<file path="src/rtl/speck32_pkg.sv">
// Shared SPECK32/64 types and constants for the key schedule and round datapath.
// No logic; pure declarations plus the fixed-amount rotations.
// Rotations are wiring only and carry no latency.
package speck32_pkg;

    localparam int WORD           = 16;
    localparam int ALPHA          = 7;
    localparam int BETA           = 2;
    localparam int SPECK32_ROUNDS = 22;

    typedef logic [WORD-1:0] word_t;

    // Master key layout as presented on key_in: l2 in the top word, k0 in the bottom.
    typedef struct packed {
        word_t l2;
        word_t l1;
        word_t l0;
        word_t k0;
    } key64_t;

    typedef enum logic {
        IDLE = 1'b0,
        RUN  = 1'b1
    } state_t;

    function automatic word_t ror_alpha(input word_t x);
        return {x[ALPHA-1:0], x[WORD-1:ALPHA]};
    endfunction

    function automatic word_t rol_beta(input word_t x);
        return {x[WORD-BETA-1:0], x[WORD-1:WORD-BETA]};
    endfunction

endpackage

</file>
<file path="src/rtl/speck32_ks_step.sv">
// One SPECK32/64 key-expansion ARX step: lnew and the next round key.
// Purely combinational, zero latency.
// No flow control; the caller decides when to commit the result.
module speck32_ks_step
    import speck32_pkg::*;
#(
    parameter int IDX_W = 5
) (
    input  word_t             la,
    input  word_t             k,
    input  logic [IDX_W-1:0]  idx,
    output word_t             lnew,
    output word_t             knext
);

    word_t sum;

    // Carry out of the 16-bit add is intentionally dropped.
    assign sum   = ror_alpha(la) + k;
    assign lnew  = sum ^ word_t'(idx);
    assign knext = rol_beta(k) ^ lnew;

endmodule

</file>
<file path="src/rtl/speck32_key_sched.sv">
// Iterative SPECK32/64 key expansion streaming rk[0..ROUNDS-1] over valid/ready.
// key_load at t gives rk[0] at t+1; one new key per cycle while rk_ready is held.
// A stall (rk_valid && !rk_ready) freezes all state and outputs; key_load always wins.
module speck32_key_sched
    import speck32_pkg::*;
#(
    parameter int ROUNDS = 22,
    parameter int IDX_W  = 5
) (
    input  logic              clk,
    input  logic              rst,
    input  logic              key_load,
    input  logic [63:0]       key_in,
    output logic              rk_valid,
    input  logic              rk_ready,
    output logic [WORD-1:0]   rk_data,
    output logic [IDX_W-1:0]  rk_idx,
    output logic              rk_last,
    output logic              busy
);

    localparam logic [IDX_W-1:0] LAST_IDX   = IDX_W'(ROUNDS - 1);
    localparam logic [IDX_W-1:0] PENULT_IDX = IDX_W'(ROUNDS - 2);

    state_t           state;
    word_t            k;
    word_t            la;
    word_t            lb;
    word_t            lc;
    logic [IDX_W-1:0] idx;

    key64_t key_s;
    word_t  lnew;
    word_t  knext;
    logic   fire;

    assign key_s = key_in;
    assign fire  = rk_valid && rk_ready;

    speck32_ks_step #(
        .IDX_W (IDX_W)
    ) u_step (
        .la    (la),
        .k     (k),
        .idx   (idx),
        .lnew  (lnew),
        .knext (knext)
    );

    // Round key and index are the state registers themselves.
    assign rk_data = k;
    assign rk_idx  = idx;

    always_ff @(posedge clk) begin
        if (rst) begin
            state    <= IDLE;
            k        <= '0;
            la       <= '0;
            lb       <= '0;
            lc       <= '0;
            idx      <= '0;
            rk_valid <= 1'b0;
            rk_last  <= 1'b0;
            busy     <= 1'b0;
        end else if (key_load) begin
            // Restart from any state, even over a same-cycle fire of the last key.
            state    <= RUN;
            k        <= key_s.k0;
            la       <= key_s.l0;
            lb       <= key_s.l1;
            lc       <= key_s.l2;
            idx      <= '0;
            rk_valid <= 1'b1;
            rk_last  <= 1'b0;
            busy     <= 1'b1;
        end else begin
            case (state)
                IDLE: begin
                    rk_valid <= 1'b0;
                    rk_last  <= 1'b0;
                    busy     <= 1'b0;
                end
                RUN: begin
                    if (fire) begin
                        if (idx == LAST_IDX) begin
                            state    <= IDLE;
                            rk_valid <= 1'b0;
                            rk_last  <= 1'b0;
                            busy     <= 1'b0;
                        end else begin
                            k       <= knext;
                            la      <= lb;
                            lb      <= lc;
                            lc      <= lnew;
                            idx     <= idx + IDX_W'(1);
                            rk_last <= (idx == PENULT_IDX);
                        end
                    end
                end
                default: begin
                    state    <= IDLE;
                    rk_valid <= 1'b0;
                    rk_last  <= 1'b0;
                    busy     <= 1'b0;
                end
            endcase
        end
    end

endmodule

</file>
<file path="config.mk">
export PLATFORM = sky130hd
export DESIGN_NAME = speck32_key_sched
export DESIGN_NICKNAME = d
export VERILOG_FILES = /design/src/rtl/speck32_pkg.sv /design/src/rtl/speck32_ks_step.sv /design/src/rtl/speck32_key_sched.sv
export SDC_FILE = /design/constraint.sdc
export NUM_CORES = 1
export LEC_CHECK = 0
export ABC_AREA = 0
export BUFFER_PORTS_ARGS = -buffer_cell sky130_fd_sc_hd__buf_2
export CAP_MARGIN = 25
export CORE_MARGIN = 4
export CORE_UTILIZATION = 60
export CTS_CLUSTER_SIZE = 14
export DETAILED_ROUTE_END_ITERATION = 8
export PLACE_DENSITY = 0.85
export SYNTH_ARGS = -nofsm -noshare
export SYNTH_HDL_FRONTEND = slang
export SYNTH_HIERARCHICAL = 1
export SYNTH_SLANG_ARGS = --single-unit
</file>
<file path="constraint.sdc">
create_clock -name clk -period 7.4 [get_ports clk]
set_clock_uncertainty 0.15 [all_clocks]
set_input_delay 0.37 -clock clk [delete_from_list [all_inputs] [get_ports clk]]
set_output_delay 0.37 -clock clk [all_outputs]
set_load 0.005 [all_outputs]
</file>
==> results of run 1 <==
## worst min-delay path by stage
stage / from / end / slack (ns) / cells after the start
2_1_floorplan: state / rk_last / 0.29 / 2
3_3_place_gp: rk_last / rk_last / 0.29 / 2
3_5_place_dp: rk_last / rk_last / 0.30 / 2
4_1_cts: key_in[33] / lb[1] / 0.11 / 3
5_1_grt: key_in[40] / lb[8] / 0.12 / 3
6_report: key_in[31] / la[15] / 0.12 / 3
## cell type report
| class | instances | area (um^2) | share of cell area, % |
|---|---|---|---|
| well taps | 99 | 124 | 2.45 |
| flip-flops and latches | 72 | 1440 | 28.5 |
| clock buffers | 9 | 124 | 2.45 |
| inverters | 69 | 259 | 5.11 |
| clock inverters | 6 | 85.1 | 1.68 |
| multi-input cells | 347 | 2500 | 49.4 |
| repair buffers | 97 | 528 | 10.4 |
## layout by cell type, fill, tap and decap left out, drive strengths merged, types with 2 or more instances in the layout
master	Yosys	layout
ha	18	18
a21oi	21	21
xor2	24	24
clkinv	0	2
bufinv	0	2
nor3	2	2
nand4	2	2
buf	13	97
nand2	14	14
clkbuf	39	9
inv	69	69
dfxtp	72	72
or3	2	2
xnor2	10	10
nor2	5	5
a211oi	2	2
nand3	9	9
o21ai	76	76
a21o	5	5
clkinvlp	0	2
o211ai	3	3
and3	3	3
a221oi	64	64
a31oi	65	65
## sequential cells by signal, summed over array words and instances (netlist names)
| signal | cells |
|---|---|
| rk_idx | 5 |
| la | 16 |
| state | 1 |
| rk_last | 1 |
| lc | 16 |
| lb | 16 |
| busy | 1 |
| rk_data | 16 |
## power groups by stage
stage	combinational (mW)	sequential [mW]	clock (mW)
detailed placement	0.192	0.445	0
global route	0.218	0.439	0.359
CTS	0.194	0.436	0.342
finish	0.198	0.437	0.339
floorplan	0.138	0.436	0
global placement	0.189	0.444	0
## critical path: stages (launching register included)
cell      delay [ns]
dfxtp_1         0.36
ha_1            0.24
fa_1            0.44
nand3_1         0.18
nand2_1         0.11
a21o_1          0.20
a211oi_1        0.25
nor3_1          0.11
xor2_1          0.15
a31oi_1         0.09
a221oi_1        0.29
## layer usage
metal / track usage [%] / vias to the layer above / routed length (um)
met3: 6.17 / 25 / 1090
met4: 9.51 / 0 / 326
li1: - / 2140 / -
met2: 47.5 / 236 / 6090
met5: 0 / - / 0
met1: 41.8 / 2152 / 5680
## kinds of logic after synthesis
| family | after synthesis |
|---|---|
| flops | 72 |
| xor+xnor | 34 |
| compound gates | 247 |
| buf+inv | 121 |
| simple gates | 47 |
| fa+ha+maj | 19 |
## metrics by stage
step / std cells / hold slack, ns
floorplan: 540 / 0.293
global placement: 682 / 0.287
detailed placement: 684 / 0.301
CTS: 699 / 0.110
global route: 699 / 0.120
finish: 699 / 0.117
==> out/qor.yml, run 1 <==
power_and_ir_drop:
  p_switching_uw: 288
  seq_power_share_pct: 44.8
  power.combinational.fraction_pct: 20.4
  p_leak_nw: 2.30
  ir_drop_mv: 0.155
  power_uw: 974
  p_int_uw: 686
  powerDensity_nw_per_um2: 192
  p_sw_share_pct: 29.6
  clockPowerShare_pct: 34.8
critical_path:
  worstSetupStartpointType: "flop"
  crit_start: "rk_data[0]"
  r2r_end: "rk_data[6]"
  crit_end: "rk_data[6]"
  critPathKind: "flop to flop"
  path_max_fanout: 4
  cp.required_ns: 7.51
  r2r_cells: 10
  rrSetupSlack_ns: 4.75
  crit_path_end_kind: "flop"
  rr_startpoint: "rk_data[0]"
  crit_arrival_ns: 2.76
detailed_routing:
  avgRoutedWirePerCell_um: 18.9
  routed_wl_um: 13200
  first_iter_violations: 501
  num_vias: 4553
  viasPerCell: 6.51
  post-route-drc-count: 0
  dr.pass1.iters: 5
  detail-route-antenna-nets: 0
synthesis:
  yosysUniqueCellTypes: 54
  synth_top_family_by_area: "compound AO/OA/AOI/OAI gates"
  synth_area_per_cell_um2: 8.19
  syn_area_um2: 4420
  synthAdderAreaFrac_pct: 5.55
  synth.area.mux_share_pct: 0
  synth_flop_cell: "dfxtp_1"
  synth-async-reset-ratio_pct: 0
  synth-xor-area-share_pct: 7.41
  synth_edf_count: 0
  synthTopCellsByCount: "dfxtp_1 (72), o21ai_0 (72), inv_1 (69)"
  syn_inst: 540
  ys_seq_area_share_pct: 32.6
  yosysWarnings: 6
  synth_top_area_share_pct: 32.6
  synth_nets: 627
  synth_compound_area_share_pct: 37.6
  synth-seq-cells: 72
  synth-simple-area-share_pct: 5.91
  synth.area.top_cells: "dfxtp_1 (33%), a221oi_1 (13%), a31oi_1 (9.2%)"
  yosysTopAreaCell: "dfxtp_1"
layout:
  final_util_pct: 70.2
  num_antenna_cells: 0
  design_area_um2: 5060
  final_nets: 683
  syn_to_final_growth_pct: 14.5
  drive_gt1_share_pct: 22.0
  nFillCells: 613
place:
  pre_cts_slack_ns: 4.81
  port_buffers: 91
  place.gp.congestion: 0.964
  placed_area_um2: 4860
  dp_hpwl_um: 8930
clock_network:
  cts_tree: "done"
  postCtsSetupBuffers: 0
  holdBufCountCts: 0
  clock_latency_ns: 0.35
  clock_path_buffers: 2
  cts.clk_slew.worst_paths_ns: 0.08
  cts_inserted_buffers: 9
  post_cts_resized: 0
  cts.sinks: 72
  clockRootBuffer: "clkbuf_8"
  htreeDepth: 3
worst_hold_path:
  hp-class: "primary input to flop"
die:
  initial_core_util_pct: 61.3
  die_y_um: 93.8
  dieArea_um2: 8810
  core.rowCount: 31
  io_pins: 92
  core_um2: 7210
  fp.dieW_um: 93.8
run:
  maxCapViolations: 0
timing:
  fin_tns_setup_ns: 0
  post-route-min-period_ns: 2.65
  tightest_slew_ns: 0.852
  rsz0062_at_grt: "false"
  hold_violations: 0
  setup_viol: 0
  slew_violations: 0
  post-route-period-util_pct: 35.9
  worst_slack_ns: 4.75
  max_freq_ghz: 0.377
  max_slew_margin_pct: 43.2
global_routing:
  grt_pass1_wl_um: 21100
  antenna_found_initial: 0
  grt_overflow: 0
  grt_max_degree: 88
  grt_pass1_vias: 4216
  gr-usage-all-layers_pct: 30.3
run_status:
  status: "complete, no violations"
(Power assumes the default switching activity.)
==> run 2: changes to the inputs <==
Settings changed: CORE_UTILIZATION 60 to 55, PLACE_DENSITY 0.85 to 0.79.
Clock period 7.4 ns to 2.7 ns, I/O delays scaled along.
==> out/qor.yml, run 2 (synthesis results as in run 1) <==
global_routing:
  grt_pass1_wl_um: 23800  # +13%
  grt_max_degree: 82  # -6.8%
  antenna_found_initial: 0  # unchanged
  grt_pass1_vias: 4533  # +7.5%
  gr-usage-all-layers_pct: 30.8  # +0.53 points
  grt_overflow: 0  # unchanged
die:
  fp.dieW_um: 97.7  # +4.1%
  dieArea_um2: 9540  # +8.3%
  io_pins: 92  # unchanged
  core.rowCount: 32  # +3.2%
  initial_core_util_pct: 56.9  # -4.4 points
  core_um2: 7770  # +7.7%
  die_y_um: 97.7  # +4.1%
power_and_ir_drop:
  p_leak_nw: 2.62  # +14%
  powerDensity_nw_per_um2: 453  # +140%
  clockPowerShare_pct: 29.9  # -4.9 points
  p_sw_share_pct: 32.2  # +2.6 points
  power.combinational.fraction_pct: 24.6  # +4.2 points
  p_switching_uw: 843  # +190%
  seq_power_share_pct: 45.6  # +0.8 points
  p_int_mw: 1.78  # +160%
  ir_drop_mv: 0.294  # +90%
detailed_routing:
  dr.pass1.iters: 5  # unchanged
  num_vias: 4919  # +8.0%
  viasPerCell: 6.32  # -2.9%
  post-route-drc-count: 0  # unchanged
  detail-route-antenna-nets: 0  # unchanged
  avgRoutedWirePerCell_um: 19.2  # +2.0%
  first_iter_violations: 336  # -33%
  routed_wl_um: 15000  # +14%
worst_hold_path:
  min_from: "rst"
  hold_path_depth: 2  # -1
  min_to: "busy"
  hp-class: "primary input to flop"
clock_network:
  cts_tree: "done"
  cts.sinks: 72  # unchanged
  cts_inserted_buffers: 9  # unchanged
  htreeDepth: 3  # unchanged
  clock_path_buffers: 2  # unchanged
  clock_latency_ns: 0.36  # about the same
  clockRootBuffer: "clkbuf_8"
  cts.clk_slew.worst_paths_ns: 0.09  # about the same
critical_path:
  crit_arrival_ns: 2.71  # -0.05 ns
  crit_buf_inv: 0  # unchanged
  rr_startpoint: "rk_data[1]"
  r2r_cells: 9  # -1
  path_delay_family: "compound AO/OA/AOI/OAI gates"
  worstSetupStartpointType: "flop"
  slowest_stage: "dfxtp_1"
  r2r_end: "rk_data[13]"
  path_max_fanout: 5  # +1
  cp_slowest_stage_delay_ns: 0.44  # about the same
  crit_path_end_kind: "flop"
  rrSetupSlack_ns: 0.10  # -4.64 ns
  path_cells: "ha_1 > a211o_1 > a21oi_2 > o211ai_2 > nand4_1 > o311a_1 > xor2_1 > a31oi_1 > a221oi_1"
  critPathKind: "flop to flop"
  cp.required_ns: 2.82  # -4.69 ns
layout:
  layout_commonest_cell: "buf_2"
  instances_no_fill: 778  # +11%
  final_nets: 758  # +11%
  num_antenna_cells: 0  # unchanged
  layout_common_cells: "buf_2 (90), o21ai_0 (72), dfxtp_1 (72)"
  syn_to_final_growth_pct: 30.8
  drive_gt1_share_pct: 21.4  # -0.55 points
timing:
  holdWs_ns: 0.200  # +0.0833 ns
  tightest_slew_ns: 0.834  # -0.0179 ns
  hold_violations: 0  # unchanged
  setup_viol: 0  # unchanged
  max_freq_ghz: 0.385  # +2.2%
  worst_slack_ns: 0.102  # -4.64 ns
  rsz0062_at_grt: "false"
  fin_tns_setup_ns: 0  # unchanged
  slew_violations: 0  # unchanged
  post-route-min-period_ns: 2.60  # -0.0567 ns
  post-route-period-util_pct: 96.2  # +60 points
  max_slew_margin_pct: 44.4  # +1.2 points
place:
  place.gp.congestion: 0.904  # -6.2%
  dp_hpwl_um: 9690  # +8.5%
  pre_cts_slack_ns: 0.0955  # -4.71 ns
  port_buffers: 91  # unchanged
  dp_cells: 697  # +1.9%
run_status:
  status: "complete, no violations"
run:
  maxCapViolations: 0  # unchanged
run 2: cell count changes in the layout (fill, tap and decap cells not counted):
cell,previous run,this run
clkinvlp_4,2,1
inv_6,0,2
dlygate4sd3_1,0,65
clkbuf_1,0,1
a21oi_1,19,17
nand3_1,8,7
nand3_2,1,2
clkinv_4,0,1
bufinv_16,2,0
a21oi_2,2,4
buf_12,2,3
buf_4,5,14
run 2: how the worst max path moves through the flow:
stage	end	from	slack [ns]	depth (start not counted)
after floorplan	rk_data[8]	rk_data[0]	0.28	10
after global placement	rk_data[13]	rk_data[1]	0.13	9
after detailed placement	rk_data[13]	rk_data[1]	0.1	9
after CTS	rk_data[13]	rk_data[1]	0.08	9
after global routing	rk_data[13]	la[8]	0.007	9
final	rk_data[13]	rk_data[1]	0.10	9
run 2: timing repair:
action / 4_1_cts / 5_1_grt
hold endpoints to repair: 66 / 0
setup endpoints to repair: 0 / 4
hold buffers: 65 / 0
gates resized for setup: 0 / 3
setup buffers: 0 / 0
run 2: power by group through the flow:
stage	clock (mW)	sequential, mW	combinational [mW]
3_5_place_dp	0	1.22	0.548
6_report	0.783	1.19	0.644
2_1_floorplan	0	1.20	0.379
3_3_place_gp	0	1.22	0.541
5_1_grt	0.825	1.20	0.704
4_1_cts	0.787	1.19	0.624
run 2: area by class of cell:
class / count / area [um^2]
Inverter: 69 / 259
Timing Repair Buffer: 172 / 1270
Tap cell: 102 / 128
Clock inverter: 6 / 43.8
Sequential cell: 72 / 1440
Clock buffer: 10 / 128
Fill cell: 587 / 1990
Multi-Input combinational cell: 347 / 2520
run 2: routing by layer:
layer	track usage, %	vias up	share of wire (%)
li1	-	2282	-
met1	41.2	2359	43
met2	49.4	253	47
met3	5.60	25	7.5
met4	11.6	0	2.5
met5	0	-	0
run 2: stage by stage:
| step | instance area, um^2 | power (mW) | util (%) |
|---|---|---|---|
| floorplan | 4420 | 1.58 | - |
| global placement | 4950 | 1.76 | 63.7 |
| detailed placement | 4950 | 1.77 | 63.7 |
| CTS | 5770 | 2.60 | 74.3 |
| global route | 5780 | 2.73 | 74.4 |
| finish | 5780 | 2.62 | 74.4 |
==> run 3: changes to the inputs <==
Settings changed: CORE_UTILIZATION 55 to 60, PLACE_DENSITY 0.79 to 0.85.
Clock period 2.7 ns to 3.3 ns, I/O delays scaled along.
==> out/qor.yml, run 3 (synthesis results as in run 1) <==
global_routing:
  grt_pass1_wl_um: 22900  # -3.5%
  antenna_found_initial: 0  # unchanged
  grt_max_degree: 68  # -17%
  grt_pass1_vias: 4587  # +1.2%
  grt_overflow: 0  # unchanged
  gr-usage-all-layers_pct: 33.2  # +2.4 points
place:
  place.gp.congestion: 0.939  # +3.9%
  dp_hpwl_um: 9190  # -5.1%
  dp_cells: 688  # -1.3%
  port_buffers: 91  # unchanged
timing:
  max_freq_ghz: 0.375  # -2.7%
  rsz0062_at_grt: "false"
  tightest_slew_ns: 0.692  # -0.142 ns
  max_slew_margin_pct: 53.9  # +9.5 points
  holdWs_ns: 0.298  # +0.0981 ns
  setup_viol: 0  # unchanged
  post-route-period-util_pct: 80.9  # -15 points
  fin_tns_setup_ns: 0  # unchanged
  hold_violations: 0  # unchanged
  post-route-min-period_ns: 2.67  # +0.0711 ns
  slew_violations: 0  # unchanged
power_and_ir_drop:
  ir_drop_mv: 0.278  # -5.3%
  p_leak_nw: 2.57  # -1.6%
  powerDensity_nw_per_um2: 377  # -17%
detailed_routing:
  routed_wl_um: 14700  # -2.0%
  viasPerCell: 6.40  # +1.2%
  detail-route-antenna-nets: 0  # unchanged
  dr.pass1.iters: 6  # +1
  first_iter_violations: 550  # +64%
  num_vias: 4921  # +0.041%
  post-route-drc-count: 0  # unchanged
  avgRoutedWirePerCell_um: 19.1  # -0.89%
die:
  initial_core_util_pct: 61.3  # +4.4 points
  fp.dieW_um: 93.8  # -3.9%
  core.rowCount: 31  # -3.1%
  io_pins: 92  # unchanged
  dieArea_um2: 8810  # -7.7%
  core_um2: 7210  # -7.1%
  die_y_um: 93.8  # -3.9%
clock_network:
  postCtsSetupBuffers: 0  # unchanged
  cts_tree: "done"
  cts.clk_slew.worst_paths_ns: 0.09  # about the same
  holdBufCountCts: 65  # unchanged
  clock_path_buffers: 2  # unchanged
  cts_inserted_buffers: 9  # unchanged
  post_cts_resized: 0  # unchanged
  clock_latency_ns: 0.35  # about the same
  htreeDepth: 3  # unchanged
  clockRootBuffer: "clkbuf_8"
  cts.sinks: 72  # unchanged
critical_path:
  crit_arrival_ns: 2.77  # +0.06 ns
  critPathKind: "flop to flop"
  crit_start: "rk_data[0]"
  crit_path_end_kind: "flop"
  path_max_fanout: 4  # -1
  r2r_cells: 10  # +1
  cp.required_ns: 3.40  # +0.58 ns
  worstSetupStartpointType: "flop"
  r2r_end: "rk_data[8]"
  rrSetupSlack_ns: 0.63  # +0.53 ns
  crit_end: "rk_data[8]"
  rr_startpoint: "rk_data[0]"
layout:
  syn_to_final_growth_pct: 29.2
  nFillCells: 515  # -12%
  layout_commonest_cell: "buf_2"
  instances_no_fill: 769  # -1.2%
  seq_area_um2: 1440  # unchanged
  num_antenna_cells: 0  # unchanged
  multi_input_area_um2: 2500  # -0.50%
  final_nets: 752  # -0.79%
  layout_common_cells: "buf_2 (90), o21ai_0 (72), dfxtp_1 (72)"
  drive_gt1_share_pct: 20.4  # -1.0 points
worst_hold_path:
  hp-class: "primary input to flop"
  min_from: "rst"
run:
  maxCapViolations: 0  # unchanged
run_status:
  status: "complete, no violations"
==> run 3: final cells by class <==
cell class | instances | share of cell area [%]
Clock inverter | 7 | 0.942
Timing Repair Buffer | 166 | 21.2
Multi-Input combinational cell | 347 | 43.8
Tap cell | 99 | 2.17
Clock buffer | 9 | 2.17
Sequential cell | 72 | 25.2
Inverter | 69 | 4.53
==> run 3: worst max-delay path, stage by stage, from the launching register on <==
cell and delay (ns):
dfxtp_1 0.36, ha_1 0.24, fa_1 0.44, nand3_1 0.18, a21boi_4 0.09, o31a_1 0.25
nor2_1 0.12, xnor2_1 0.18, xor2_1 0.17, a31oi_1 0.09, a221oi_1 0.30
==> run 3: layer usage <==
metal	global-route usage, %	vias to the layer above	wire length [um]
li1	-	2276	-
met1	42.9	2305	5960
met2	55.5	299	6960
met3	4.73	41	1200
met4	13.7	0	550
met5	0	-	0
==> run 3: stage by stage <==
stage	setup WS [ns]	total power, mW	utilization (%)	instance area [um^2]
floorplan	0.880	1.29	-	4420
global placement	0.783	1.42	67.4	4870
detailed placement	0.693	1.43	67.7	4890
CTS	0.688	2.13	79.2	5710
global route	0.436	2.24	79.2	5710
finish	0.631	2.15	79.2	5710
==> run 3: how the worst min path moves through the flow <==
stage	to	cells after the start
finish	la[5]	2
global route	la[5]	2
CTS	lb[14]	3
detailed placement	rk_data[2]	3
global placement	rk_data[2]	3
floorplan	la[6]	2
==> run 3: power breakdown <==
group / internal [mW] / switching (mW) / leakage [nW]
Clock: 0.279 / 0.379 / 0.0827
Combinational: 0.243 / 0.270 / 1.89
Sequential: 0.927 / 0.0534 / 0.597
Total: 1.45 / 0.703 / 2.57
